--- src/rtl/mips_defs_pkg.sv ---
// Shared encodings for the multicycle MIPS control path: opcodes, ALU/mux
// selects, sequencer states and the packed control word.
package mips_defs;

  localparam logic [5:0] OPC_RTYPE = 6'b000000;
  localparam logic [5:0] OPC_ADDI  = 6'b001000;
  localparam logic [5:0] OPC_ANDI  = 6'b001100;
  localparam logic [5:0] OPC_LW    = 6'b100011;
  localparam logic [5:0] OPC_SW    = 6'b101011;
  localparam logic [5:0] OPC_BEQ   = 6'b000100;
  localparam logic [5:0] OPC_J     = 6'b000010;

  localparam logic [2:0] ALU_ADD   = 3'b000;
  localparam logic [2:0] ALU_SUB   = 3'b001;
  localparam logic [2:0] ALU_FUNCT = 3'b010;
  localparam logic [2:0] ALU_ADDI  = 3'b011;
  localparam logic [2:0] ALU_ANDI  = 3'b100;

  localparam logic [1:0] SRCB_B    = 2'b00;
  localparam logic [1:0] SRCB_4    = 2'b01;
  localparam logic [1:0] SRCB_IMM  = 2'b10;
  localparam logic [1:0] SRCB_BR   = 2'b11;

  localparam logic [1:0] PCSRC_ALU    = 2'b00;
  localparam logic [1:0] PCSRC_ALUOUT = 2'b01;
  localparam logic [1:0] PCSRC_JUMP   = 2'b10;

  typedef enum logic [3:0] {
    S_FETCH  = 4'd0,
    S_DECODE = 4'd1,
    S_MEMADR = 4'd2,
    S_MEMRD  = 4'd3,
    S_MEMWB  = 4'd4,
    S_MEMWR  = 4'd5,
    S_EXEC   = 4'd6,
    S_RWB    = 4'd7,
    S_BRANCH = 4'd8,
    S_JUMP   = 4'd9,
    S_IEXEC  = 4'd10,
    S_IWB    = 4'd11
  } state_t;

  typedef struct packed {
    logic       pc_write;
    logic       pc_write_cond;
    logic       i_or_d;
    logic       mem_read;
    logic       mem_write;
    logic       ir_write;
    logic       mem_to_reg;
    logic       reg_dst;
    logic       reg_write;
    logic       alu_src_a;
    logic [1:0] alu_src_b;
    logic [2:0] alu_op;
    logic [1:0] pc_source;
    logic       illegal;
  } ctrl_t;

  function automatic logic op_is_legal(input logic [5:0] op, input logic [5:0] rtype);
    return (op == rtype) || (op == OPC_ADDI) || (op == OPC_ANDI) || (op == OPC_LW) ||
           (op == OPC_SW) || (op == OPC_BEQ) || (op == OPC_J);
  endfunction

endpackage

--- src/rtl/mc_output_decode.sv ---
// Combinational state -> control word decode. Moore outputs except the
// mem_ready gating of ir_write/pc_write in FETCH and the DECODE illegal pulse.
module mc_output_decode
  import mips_defs::*;
#(
  parameter logic [5:0] OP_RTYPE = OPC_RTYPE
) (
  input  logic       rst_i,
  input  state_t     state_i,
  input  logic [5:0] opcode_i,
  input  logic [5:0] op_latched_i,
  input  logic       mem_ready_i,
  output ctrl_t      ctrl_o
);

  always_comb begin
    ctrl_o = '0;
    if (!rst_i) begin
      case (state_i)
        S_FETCH: begin
          ctrl_o.mem_read  = 1'b1;
          ctrl_o.alu_src_b = SRCB_4;
          ctrl_o.alu_op    = ALU_ADD;
          ctrl_o.pc_source = PCSRC_ALU;
          ctrl_o.ir_write  = mem_ready_i;
          ctrl_o.pc_write  = mem_ready_i;
        end
        S_DECODE: begin
          ctrl_o.alu_src_b = SRCB_BR;
          ctrl_o.alu_op    = ALU_ADD;
          ctrl_o.illegal   = !op_is_legal(opcode_i, OP_RTYPE);
        end
        S_MEMADR: begin
          ctrl_o.alu_src_a = 1'b1;
          ctrl_o.alu_src_b = SRCB_IMM;
          ctrl_o.alu_op    = ALU_ADD;
        end
        S_MEMRD: begin
          ctrl_o.mem_read = 1'b1;
          ctrl_o.i_or_d   = 1'b1;
        end
        S_MEMWB: begin
          ctrl_o.reg_write  = 1'b1;
          ctrl_o.mem_to_reg = 1'b1;
        end
        S_MEMWR: begin
          ctrl_o.mem_write = 1'b1;
          ctrl_o.i_or_d    = 1'b1;
        end
        S_EXEC: begin
          ctrl_o.alu_src_a = 1'b1;
          ctrl_o.alu_src_b = SRCB_B;
          ctrl_o.alu_op    = ALU_FUNCT;
        end
        S_RWB: begin
          ctrl_o.reg_write = 1'b1;
          ctrl_o.reg_dst   = 1'b1;
        end
        S_IEXEC: begin
          ctrl_o.alu_src_a = 1'b1;
          ctrl_o.alu_src_b = SRCB_IMM;
          ctrl_o.alu_op    = (op_latched_i == OPC_ANDI) ? ALU_ANDI : ALU_ADDI;
        end
        S_IWB: begin
          ctrl_o.reg_write = 1'b1;
        end
        S_BRANCH: begin
          ctrl_o.alu_src_a     = 1'b1;
          ctrl_o.alu_src_b     = SRCB_B;
          ctrl_o.alu_op        = ALU_SUB;
          ctrl_o.pc_write_cond = 1'b1;
          ctrl_o.pc_source     = PCSRC_ALUOUT;
        end
        S_JUMP: begin
          ctrl_o.pc_write  = 1'b1;
          ctrl_o.pc_source = PCSRC_JUMP;
        end
        default: ctrl_o = '0;
      endcase
    end
  end

endmodule

--- src/rtl/multicycle_control.sv ---
// Multicycle MIPS sequencer: state register, opcode latch, retired counter.
// state | meaning
// 0  FETCH  | read instr at PC, PC+4; wait mem_ready
// 1  DECODE | latch opcode, precompute branch target
// 2  MEMADR | ALUOut = A + imm
// 3  MEMRD  | load data read; wait mem_ready
// 4  MEMWB  | rt <= MDR
// 5  MEMWR  | store write; wait mem_ready
// 6  EXEC   | R-type ALU op
// 7  RWB    | rd <= ALUOut
// 8  BRANCH | beq compare, conditional PC load
// 9  JUMP   | PC <= jump target
// 10 IEXEC  | addi/andi ALU op
// 11 IWB    | rt <= ALUOut
module multicycle_control
  import mips_defs::*;
#(
  parameter int         CNT_W    = 32,
  parameter logic [5:0] OP_RTYPE = 6'b000000
) (
  input  logic             clk,
  input  logic             rst,
  input  logic [5:0]       opcode,
  input  logic             mem_ready,
  output logic             pc_write,
  output logic             pc_write_cond,
  output logic             i_or_d,
  output logic             mem_read,
  output logic             mem_write,
  output logic             ir_write,
  output logic             mem_to_reg,
  output logic             reg_dst,
  output logic             reg_write,
  output logic             alu_src_a,
  output logic [1:0]       alu_src_b,
  output logic [2:0]       alu_op,
  output logic [1:0]       pc_source,
  output logic [3:0]       state,
  output logic             illegal,
  output logic [CNT_W-1:0] retired
);

  state_t           state_q, state_d;
  logic [5:0]       op_q, op_d;
  logic [CNT_W-1:0] retired_q;
  logic             retire;
  ctrl_t            ctrl;

  always_comb begin
    state_d = state_q;
    op_d    = op_q;
    retire  = 1'b0;
    case (state_q)
      S_FETCH:  if (mem_ready) state_d = S_DECODE;
      S_DECODE: begin
        op_d = opcode;
        if (opcode == OP_RTYPE)                          state_d = S_EXEC;
        else if (opcode == OPC_LW || opcode == OPC_SW)   state_d = S_MEMADR;
        else if (opcode == OPC_ADDI || opcode == OPC_ANDI) state_d = S_IEXEC;
        else if (opcode == OPC_BEQ)                      state_d = S_BRANCH;
        else if (opcode == OPC_J)                        state_d = S_JUMP;
        else                                             state_d = S_FETCH;
      end
      S_MEMADR: state_d = (op_q == OPC_LW) ? S_MEMRD : S_MEMWR;
      S_MEMRD:  if (mem_ready) state_d = S_MEMWB;
      S_MEMWR: begin
        if (mem_ready) begin
          state_d = S_FETCH;
          retire  = 1'b1;
        end
      end
      S_EXEC:   state_d = S_RWB;
      S_IEXEC:  state_d = S_IWB;
      S_MEMWB, S_RWB, S_IWB, S_BRANCH, S_JUMP: begin
        state_d = S_FETCH;
        retire  = 1'b1;
      end
      default:  state_d = S_FETCH;
    endcase
  end

  always_ff @(posedge clk) begin
    if (rst) begin
      state_q   <= S_FETCH;
      op_q      <= '0;
      retired_q <= '0;
    end else begin
      state_q   <= state_d;
      op_q      <= op_d;
      retired_q <= retired_q + CNT_W'(retire);
    end
  end

  mc_output_decode #(
    .OP_RTYPE(OP_RTYPE)
  ) u_decode (
    .rst_i       (rst),
    .state_i     (state_q),
    .opcode_i    (opcode),
    .op_latched_i(op_q),
    .mem_ready_i (mem_ready),
    .ctrl_o      (ctrl)
  );

  assign pc_write      = ctrl.pc_write;
  assign pc_write_cond = ctrl.pc_write_cond;
  assign i_or_d        = ctrl.i_or_d;
  assign mem_read      = ctrl.mem_read;
  assign mem_write     = ctrl.mem_write;
  assign ir_write      = ctrl.ir_write;
  assign mem_to_reg    = ctrl.mem_to_reg;
  assign reg_dst       = ctrl.reg_dst;
  assign reg_write     = ctrl.reg_write;
  assign alu_src_a     = ctrl.alu_src_a;
  assign alu_src_b     = ctrl.alu_src_b;
  assign alu_op        = ctrl.alu_op;
  assign pc_source     = ctrl.pc_source;
  assign illegal       = ctrl.illegal;
  assign state         = state_q;
  assign retired       = retired_q;

endmodule
--- config.mk ---
export PLATFORM = sky130hd
export DESIGN_NAME = multicycle_control
export DESIGN_NICKNAME = d
export VERILOG_FILES = /design/src/rtl/mips_defs_pkg.sv /design/src/rtl/mc_output_decode.sv /design/src/rtl/multicycle_control.sv
export SDC_FILE = /design/constraint.sdc
export NUM_CORES = 1
export LEC_CHECK = 0
export ABC_AREA = 1
export CAP_MARGIN = 5
export CORE_MARGIN = 3
export CORE_UTILIZATION = 53
export CTS_CLUSTER_SIZE = 24
export DETAILED_ROUTE_END_ITERATION = 7
export GPL_ROUTABILITY_DRIVEN = 0
export PLACE_DENSITY = 0.85
export SYNTH_ARGS = -nofsm -noshare
export SYNTH_HDL_FRONTEND = slang
export SYNTH_SLANG_ARGS = --single-unit
--- constraint.sdc ---
create_clock -name clk -period 5.4 [get_ports clk]
set_clock_uncertainty 0.05 [all_clocks]
set_input_delay 1.62 -clock clk [delete_from_list [all_inputs] [get_ports clk]]
set_output_delay 1.62 -clock clk [all_outputs]
set_load 0.05 [all_outputs]
==> results by group, run 1 <==
Status
  • Status: finished clean

Worst setup path
  • WP data arrival: 3.22 ns
  • Flop2flop setup slack: 2.68 ns
  • Element type at the critical path end: output port
  • CP Cell Sequence: clkdlybuf4s50_1, buf_4, buf_4, nor2_1, buf_12
  • CP required: 3.73 ns
  • CP Class: in2out
  • Startpoint Class: input port
  • Slowest CP cell: clkdlybuf4s50_1
  • Most numerous cell on the critical path: buf_4
  • Crit-path max FO: 24
  • Delay of the slowest critical-path stage: 0.78 ns

Pwr
  • P per Cell Area: 177 mW/mm2
  • P_sw: 0.160 mW
  • Worst vdd ir: 118 uV
  • Overall Power: 0.609 mW
  • Static leakage: 1.25 nW
  • Sw frac: 26.2%
  • Internal Pwr Total: 0.450 mW
  • Clock power share: 32.6%
  • Combinational share of power: 14.6%
  • Seq pwr share: 52.9%

Place
  • Placed cell count: 519
  • Post-DP HPWL: 5290 um
  • Cell Area, Placed: 0.00335 mm2
  • IO buf count: 62

Cells and area
  • Layout cells sized above 1: 9.94%
  • Post-layout util: 77.3%
  • Final net count: 485
  • Post-route insts no fill: 525
  • Post-route cell area: 0.00344 mm2
  • N_diodes: 0
  • Synth-to-Final Area Change: 37.4%

Yosys
  • Commonest cells post-synth: 115 x nand2_1, 91 x nor2_1, 42 x dfxtp_1
  • Synth cell types: 28
  • Mapped Area: 0.00250 mm2
  • Async set or reset register ratio after synthesis: 0%
  • Syn avg cell area: 6.12 um2
  • Synth area leader: dfxtp_1
  • Seq/Total Area, Yosys: 33.6%
  • Syn Nets: 420
  • Yosys warns: 0
  • #FFs+latches synth: 42
  • Top_reg_cell synth: dfxtp_1
  • Most frequent cell after synthesis: nand2_1
  • EDFF count, synth: 0
  • Synth top area cells: dfxtp_1 34%, nand2_1 17%, nor2_1 14%
  • Synth Instances: 409
  • Synth top area share: 33.6%

STA
  • Worst slew margin: 64.5%
  • Top achievable clock speed: 0.204 GHz
  • Fin. Hold Viols: 0
  • Final-report max-slew violation count: 0
  • Setup_tns: 0 ns
  • Final Critical Period: 4.89 ns
  • Fin crit share: 90.6%
  • Setup-failing EPs final: 0
  • Slew @ Worst Pin: 0.531 ns
  • RSZ-0062 raised after global routing: false

Die
  • Chip height: 74.7 um
  • Die W: 74.7 um
  • Io pins: 63
  • Die ar.: 0.00558 mm2
  • Core area: 0.00444 mm2
  • Row count: 24
  • Initial core utilization: 56.3%

CTS
  • Clock buffer depth: 2
  • TritonCTS Buffers: 5
  • CTS tree: yes
  • Clk Latency, worst-skew pair: 0.29 ns
  • Hold_buf cts: 0
  • Htree depth: 2
  • Clk root buf: clkbuf_8
  • Post-CTS sizing: 0
  • Clock sinks: 42
  • Post-CTS setup repair buffer count: 0
  • Clock transition at the registers of the reported paths: 0.07 ns

GRT
  • First-pass GRT wire length: 11500 um
  • Largest net degree at the start of global routing: 25
  • Initial antenna violation count: 0
  • GRT overflow: 0
  • GR Util All Layers: 26.3%
  • Vias in the first global route: 2699

Worst hold path
  • Min-delay worst type: reg2reg

Detailed routing
  • DRT Pass-1 Iters: 5
  • Final wirelength: 6880 um
  • Vias per cell: 5.36
  • Avg WL per Cell: 13.1 um
  • DRC marker count from the first detailed-route iteration: 210
  • Via Count: 2813
  • Antenna Violating Nets Remaining: 0
  • Post-route DRC: 0

Flow run
  • Max-cap violations: 0
==> layout make-up <==
class | count | area [um2]
Multi-Input combinational cell | 318 | 1470
Fill cell | 351 | 1010
Sequential cell | 42 | 841
Inverter | 42 | 158
Timing Repair Buffer | 65 | 823
Tap cell | 52 | 65.1
Clock buffer | 6 | 82.6
==> sequential cells by signal (all words and copies together), names as in the netlist <==
name and cells:
op_q 6, state 4, retired 32
==> stage by stage <==
step           setup slack (ns)  hold slack, ns
6_report                  0.505           0.435
5_1_grt                   0.432           0.450
4_1_cts                   0.516           0.432
3_5_place_dp              0.508           0.420
3_3_place_gp              0.525           0.405
2_1_floorplan             0.250           0.395
==> power groups by stage <==
stage / clock network, mW / registers, mW / logic (mW)
after floorplan: 0 / 0.333 / 0.0505
after global placement: 0 / 0.329 / 0.0873
after detailed placement: 0 / 0.329 / 0.0883
after CTS: 0.201 / 0.322 / 0.0887
after global routing: 0.215 / 0.323 / 0.0960
final: 0.198 / 0.322 / 0.0887
==> path summary, 6_finish.rpt <==
path / from / end / cells after the start
worst max-delay path: rst / pc_source[1] / 5
worst min-delay path: op_q[1] / op_q[1] / 2
worst max register to register: state[0] / retired[20] / 13
worst min register to register: op_q[1] / op_q[1] / 2
==> layer usage <==
layer,vias up,share of wire (%),global-route usage (%)
li1,1430,-,-
met1,1263,41,30.4
met2,106,50,46.5
met3,14,7.0,7.48
met4,0,1.8,9.09
met5,-,0,0
==> cell families (layout without fill, tap and decap cells) <==
group,after synthesis,count (layout),share of synthesized area (%)
and+or+nand+nor,256,256,44.6
AOI/OAI and AO/OA,56,56,11.7
buffers and inverters,49,113,7.70
DFF,42,42,33.6
xor gates and xnor gates,4,4,1.40
adders and majority gates,2,2,1.00
==> critical path: cells and delay by family <==
kind	cells	cell delay (ns)
and+or+nand+nor	1	0.12
buffers and inverters	4	1.47
==> cells in the final DEF (no fill, tap or decap), drive strengths merged, types with 6 or more instances in the layout <==
cell type      count
inv               42
clkbuf             6
nand2            122
clkdlybuf4s50     44
nor3               6
o21ai             18
buf               21
a21oi             32
nand3             12
dfxtp             42
nand3b            13
nor2             100
No activity file was read; power rests on OpenSTA's default activity.
==> run 2, diff against run 1 <==
--- a/config.mk
+++ b/config.mk
@@ -10,4 +10,5 @@
 export CORE_MARGIN = 3
 export CORE_UTILIZATION = 53
+export CTS_BUF_LIST = sky130_fd_sc_hd__clkbuf_4 sky130_fd_sc_hd__clkbuf_8 sky130_fd_sc_hd__clkbuf_16
 export CTS_CLUSTER_SIZE = 24
 export DETAILED_ROUTE_END_ITERATION = 7
--- a/constraint.sdc
+++ b/constraint.sdc
@@ -3,3 +3,3 @@
 set_input_delay 1.62 -clock clk [delete_from_list [all_inputs] [get_ports clk]]
 set_output_delay 1.62 -clock clk [all_outputs]
-set_load 0.05 [all_outputs]
+set_load 0.1 [all_outputs]
==> run 2 against run 1 <==
Effect of this change: via count grew 0.36%; sequential power barely moved; register-to-register slack gained 0.07 ns; maximum frequency up 1.9%; flip-flop and latch count stayed put; critical path depth is 1 lower.
==> results by group, run 2 (synthesized netlist as in run 1, its figures left out) <==
CTS
  • Clk root buf: clkbuf_8 (unchanged)
  • Clk Latency, worst-skew pair: 0.30 ns (was 0.29 ns)
  • Clock transition at the registers of the reported paths: 0.08 ns (was 0.07 ns)
  • Htree depth: 2 (unchanged)
  • Clock buffer depth: 2 (unchanged)
  • Clock sinks: 42 (unchanged)
  • TritonCTS Buffers: 5 (unchanged)
  • Hold_buf cts: 0 (unchanged)
  • CTS tree: yes (unchanged)
  • Post-CTS setup repair buffer count: 0 (unchanged)
  • Post-CTS sizing: 0 (unchanged)

Place
  • Placed cell count: 520 (was 519)
  • Post-DP HPWL: 5420 um (was 5290 um)
  • Cell Area, Placed: 0.00337 mm2 (was 0.00335 mm2)
  • IO buf count: 62 (unchanged)
  • Pre-CTS setup slack: 0.576 ns (was 0.508 ns)

Die
  • Chip height: 74.7 um (unchanged)
  • Io pins: 63 (unchanged)
  • Initial core utilization: 56.3% (unchanged)
  • Row count: 24 (unchanged)
  • Die ar.: 0.00558 mm2 (unchanged)
  • Die W: 74.7 um (unchanged)
  • Core area: 0.00444 mm2 (unchanged)

Cells and area
  • Synth-to-Final Area Change: 38.4% (was 37.4%)
  • Post-route cell area: 0.00346 mm2 (was 0.00344 mm2)
  • Layout cells sized above 1: 10.7% (was 9.94%)
  • Post-layout util: 77.9% (was 77.3%)
  • Post-route insts no fill: 528 (was 525)
  • Most common cell after layout, fill and taps aside: nand2_1 (unchanged)
  • Number of flip-flops in the largest register: 32 (unchanged)
  • N_diodes: 0 (unchanged)
  • Final net count: 486 (was 485)
  • Commonest cells after routing, fill and taps aside: 115 x nand2_1, 91 x nor2_1, 44 x clkdlybuf4s50_1 (unchanged)

STA
  • Fin. Hold Viols: 0 (unchanged)
  • Worst slew margin: 33.9% (was 64.5%)
  • Setup-failing EPs final: 0 (unchanged)
  • RSZ-0062 raised after global routing: false (unchanged)
  • Slew @ Worst Pin: 0.988 ns (was 0.531 ns)
  • Setup ws final: 0.598 ns (was 0.505 ns)
  • Final Critical Period: 4.80 ns (was 4.89 ns)
  • Top achievable clock speed: 0.208 GHz (was 0.204 GHz)
  • Final-report max-slew violation count: 0 (unchanged)
  • Fin crit share: 88.9% (was 90.6%)
  • Setup_tns: 0 ns (unchanged)

Worst setup path
  • Element type at the critical path end: output port (unchanged)
  • Startpoint Class: input port (unchanged)
  • CP Cell Sequence: clkdlybuf4s50_1, nor3_2, o21bai_1, buf_12 (was clkdlybuf4s50_1, buf_4, buf_4, nor2_1, buf_12)
  • Register-to-Register Path Depth: 15 (was 13)
  • Delay of the slowest critical-path stage: 0.70 ns (was 0.78 ns)
  • Slowest CP cell: clkdlybuf4s50_1 (unchanged)
  • CP Class: in2out (unchanged)
  • Crit-path max FO: 15 (was 24)
  • WP data arrival: 3.13 ns (was 3.22 ns)
  • CP required: 3.73 ns (about the same)

Detailed routing
  • DRT Pass-1 Iters: 5 (unchanged)
  • Vias per cell: 5.35 (was 5.36)
  • DRC marker count from the first detailed-route iteration: 129 (was 210)
  • Post-route DRC: 0 (unchanged)
  • Avg WL per Cell: 13.2 um (was 13.1 um)
  • Antenna Violating Nets Remaining: 0 (unchanged)
  • Final wirelength: 6970 um (was 6880 um)
  • Via Count: 2823 (was 2813)

GRT
  • GR Util All Layers: 26.3% (about the same)
  • GRT overflow: 0 (unchanged)
  • Vias in the first global route: 2711 (was 2699)
  • First-pass GRT wire length: 11500 um (about the same)
  • Largest net degree at the start of global routing: 22 (was 25)
  • Initial antenna violation count: 0 (unchanged)

Flow run
  • Max-cap violations: 0 (unchanged)

Worst hold path
  • Worst Hold Depth: 2 (unchanged)
  • Min-delay worst type: reg2reg (unchanged)

Pwr
  • Worst vdd ir: 159 uV (was 118 uV)
  • Static leakage: 1.26 nW (was 1.25 nW)
  • P per Cell Area: 188 mW/mm2 (was 177 mW/mm2)

Status
  • Status: finished clean (unchanged)
## run 2: routing by layer
metal | GRT usage [%] | wire length (um)
met1 | 29.1 | 2840
met2 | 47.5 | 3530
met3 | 6.14 | 439
met4 | 12.5 | 164
met5 | 0 | 0
## run 2: cell type report
class                           instances  area [um2]
Clock inverter                          2        12.5
Clock buffer                            6        82.6
Fill cell                             366         982
Timing Repair Buffer                   66         831
Sequential cell                        42         841
Multi-Input combinational cell        318        1470
Tap cell                               52        65.1
Inverter                               42         158
## run 2: metrics by stage
stage                     hold slack (ns)  power, mW
final                               0.423      0.649
after global placement              0.405      0.437
after CTS                           0.425      0.654
after global routing                0.443      0.675
after floorplan                     0.395      0.403
after detailed placement            0.413      0.439
## run 2: power breakdown
group	switching, mW	internal, mW
Sequential	0.00648	0.316
Clock	0.114	0.103
Combinational	0.0749	0.0355
## run 2: worst paths after layout
path | slack, ns | startpoint | to
setup / recovery | 0.60 | rst | alu_src_a
hold / removal | 0.42 | op_q[1] | op_q[1]
setup reg to reg | 2.75 | state[2] | retired[16]
hold reg to reg | 0.42 | op_q[1] | op_q[1]
## run 2: worst max-delay path, delay by kind of cell
family                 cells  cell delay, ns
buffers and inverters      2            0.92
AND/OR/NAND/NOR            1            0.38
AO/OA/AOI/OAI              1            0.21
==> patch (config.mk and constraints of run 2) <==
`op_q` no longer has a reset.
--- a/src/rtl/multicycle_control.sv
+++ b/src/rtl/multicycle_control.sv
@@ -82,13 +82,15 @@
   always_ff @(posedge clk) begin
     if (rst) begin
       state_q   <= S_FETCH;
-      op_q      <= '0;
       retired_q <= '0;
     end else begin
       state_q   <= state_d;
-      op_q      <= op_d;
       retired_q <= retired_q + CNT_W'(retire);
     end
+  end
+
+  always_ff @(posedge clk) begin
+    op_q <= op_d;
   end
 
   mc_output_decode #(
Behaviour: same outputs for any inputs over 10 cycles, from zero or initial values and one cycle with rst high; that may be too few to reach the edited logic, so the function may still have changed.
==> patch against run 2 <==
- design area rose by 1.2%
- non-clock buffer count did not move
- sequential cell count did not move
- worst setup slack improved by 190 ps
- routed wire length fell by 7.8%
- global-route usage fell by 2.6 points
- largest power group unchanged
- critical endpoint is now alu_op[2]
- register-to-register slack improved by 70 ps
- area after synthesis rose by 2.0%
- power fell by 3.0%
==> patch: results (changes against run 2) <==
- Synth Net Count: 410 (-2.4%)
- Tot GR Track Use: 23.7% (-2.6 points)
- Layout cells sized above 1: 13.1% (+2.3 points)
- Reg-to-reg critical path endpoint: retired[22]
- Detailed router's first-iteration violation count: 173 (+34%)
- R2R depth: 13 (-2)
- Critical path arrival: 2940 ps (-190 ps)
- Psw: 0.181 mW (-7.2%)
- Worst VDD drop: 0.000155 V (-2.2%)
- Reg2Reg Setup Slack: 2820 ps (+70 ps)
- Avg Vias per Cell: 5.21 (-2.5%)
- Hold path start: retired[31]
- Leakage power figure: 1.24 nW (-1.6%)
- Pre-CTS WS: 769 ps (+193 ps)
- FILL cells: 339 (-7.4%)
- DP Area: 3420 um2 (+1.6%)
- Ranking of synthesized cells by area: dfxtp_1, nand2_1, nor2_1
- WL/cell: 12.4 um (-6.2%)
- Post-synth top cells: nand2_1, nor2_1, dfxtp_1
- DPL Wire Length: 5.20 mm (-4.0%)
- Post-synth EDFFs: 6 (+6)
- Longest individual stage delay on the worst path: 440 ps (-260 ps)
- Post-synthesis sequential area ratio: 35.3% (+1.7 points)
- Run status: completed
- Avg Inst Size Synth: 6.39 um2 (+4.5%)
- Hold-critical path depth: 2 (unchanged)
- Hold_ws: 434 ps (+11.1 ps)
[patch: cell types whose count changed after synthesis, sizes merged, moves of 3 or more]
cell / before / now
dfxtp: 42 / 36
edfxtp: 0 / 6
inv: 42 / 37
nand2: 122 / 126
nand3: 12 / 16
nand3b: 13 / 9
nor3: 6 / 3
o21ai: 18 / 11
[patch: worst max-delay path, delay by kind of cell]
kind / cells / cell delay [ps]
buffers and inverters: 3 / 850
and+or+nand+nor: 2 / 280
AOI/OAI and AO/OA: 1 / 190
[patch: cell families (layout without fill, tap and decap cells)]
kind of cell,count (synthesis),after routing,synth area share [%]
compound gates,48,48,10.1
xor+xnor,3,3,1.03
simple gates,261,261,45.6
buf+inv,43,111,6.97
fa+ha+maj,2,2,0.981
flops,42,42,35.3
[patch: worst max-delay path by stage]
stage,end,slack (ps)
after global routing,alu_op[2],690
after detailed placement,alu_op[2],770
after global placement,alu_op[1],790
after CTS,alu_op[2],770
after floorplan,alu_op[1],20
final,alu_op[2],790
[patch: power by group through the flow]
stage               sequential (mW)  clock, mW  combinational [mW]
floorplan                     0.342          0              0.0591
global placement              0.333          0               0.102
detailed placement            0.333          0               0.104
global route                  0.327      0.215               0.110
CTS                           0.326      0.203               0.104
finish                        0.326      0.201               0.103
[patch: layer usage]
metal | part of all wire [%] | global-route usage, % | routed length (um)
met1 | 44 | 28.2 | 2830
met2 | 49 | 41.9 | 3120
met3 | 5.3 | 4.35 | 343
met4 | 2.0 | 9.71 | 126
met5 | 0 | 0 | 0
[patch: through the flow]
step	std cells	total power, mW
global placement	511	0.435
finish	519	0.630
detailed placement	511	0.437
global route	519	0.652
CTS	519	0.633
floorplan	399	0.401
[patch: layout make-up]
cell class	count	area [um2]	share of cell area [%]
multi-input cells	314	1480	42.3
flip-flops and latches	42	901	25.7
repair buffers	66	831	23.7
inverters	37	139	3.96
clock buffers	6	76.3	2.18
well taps	52	65.1	1.86
clock inverters	2	8.76	0.250
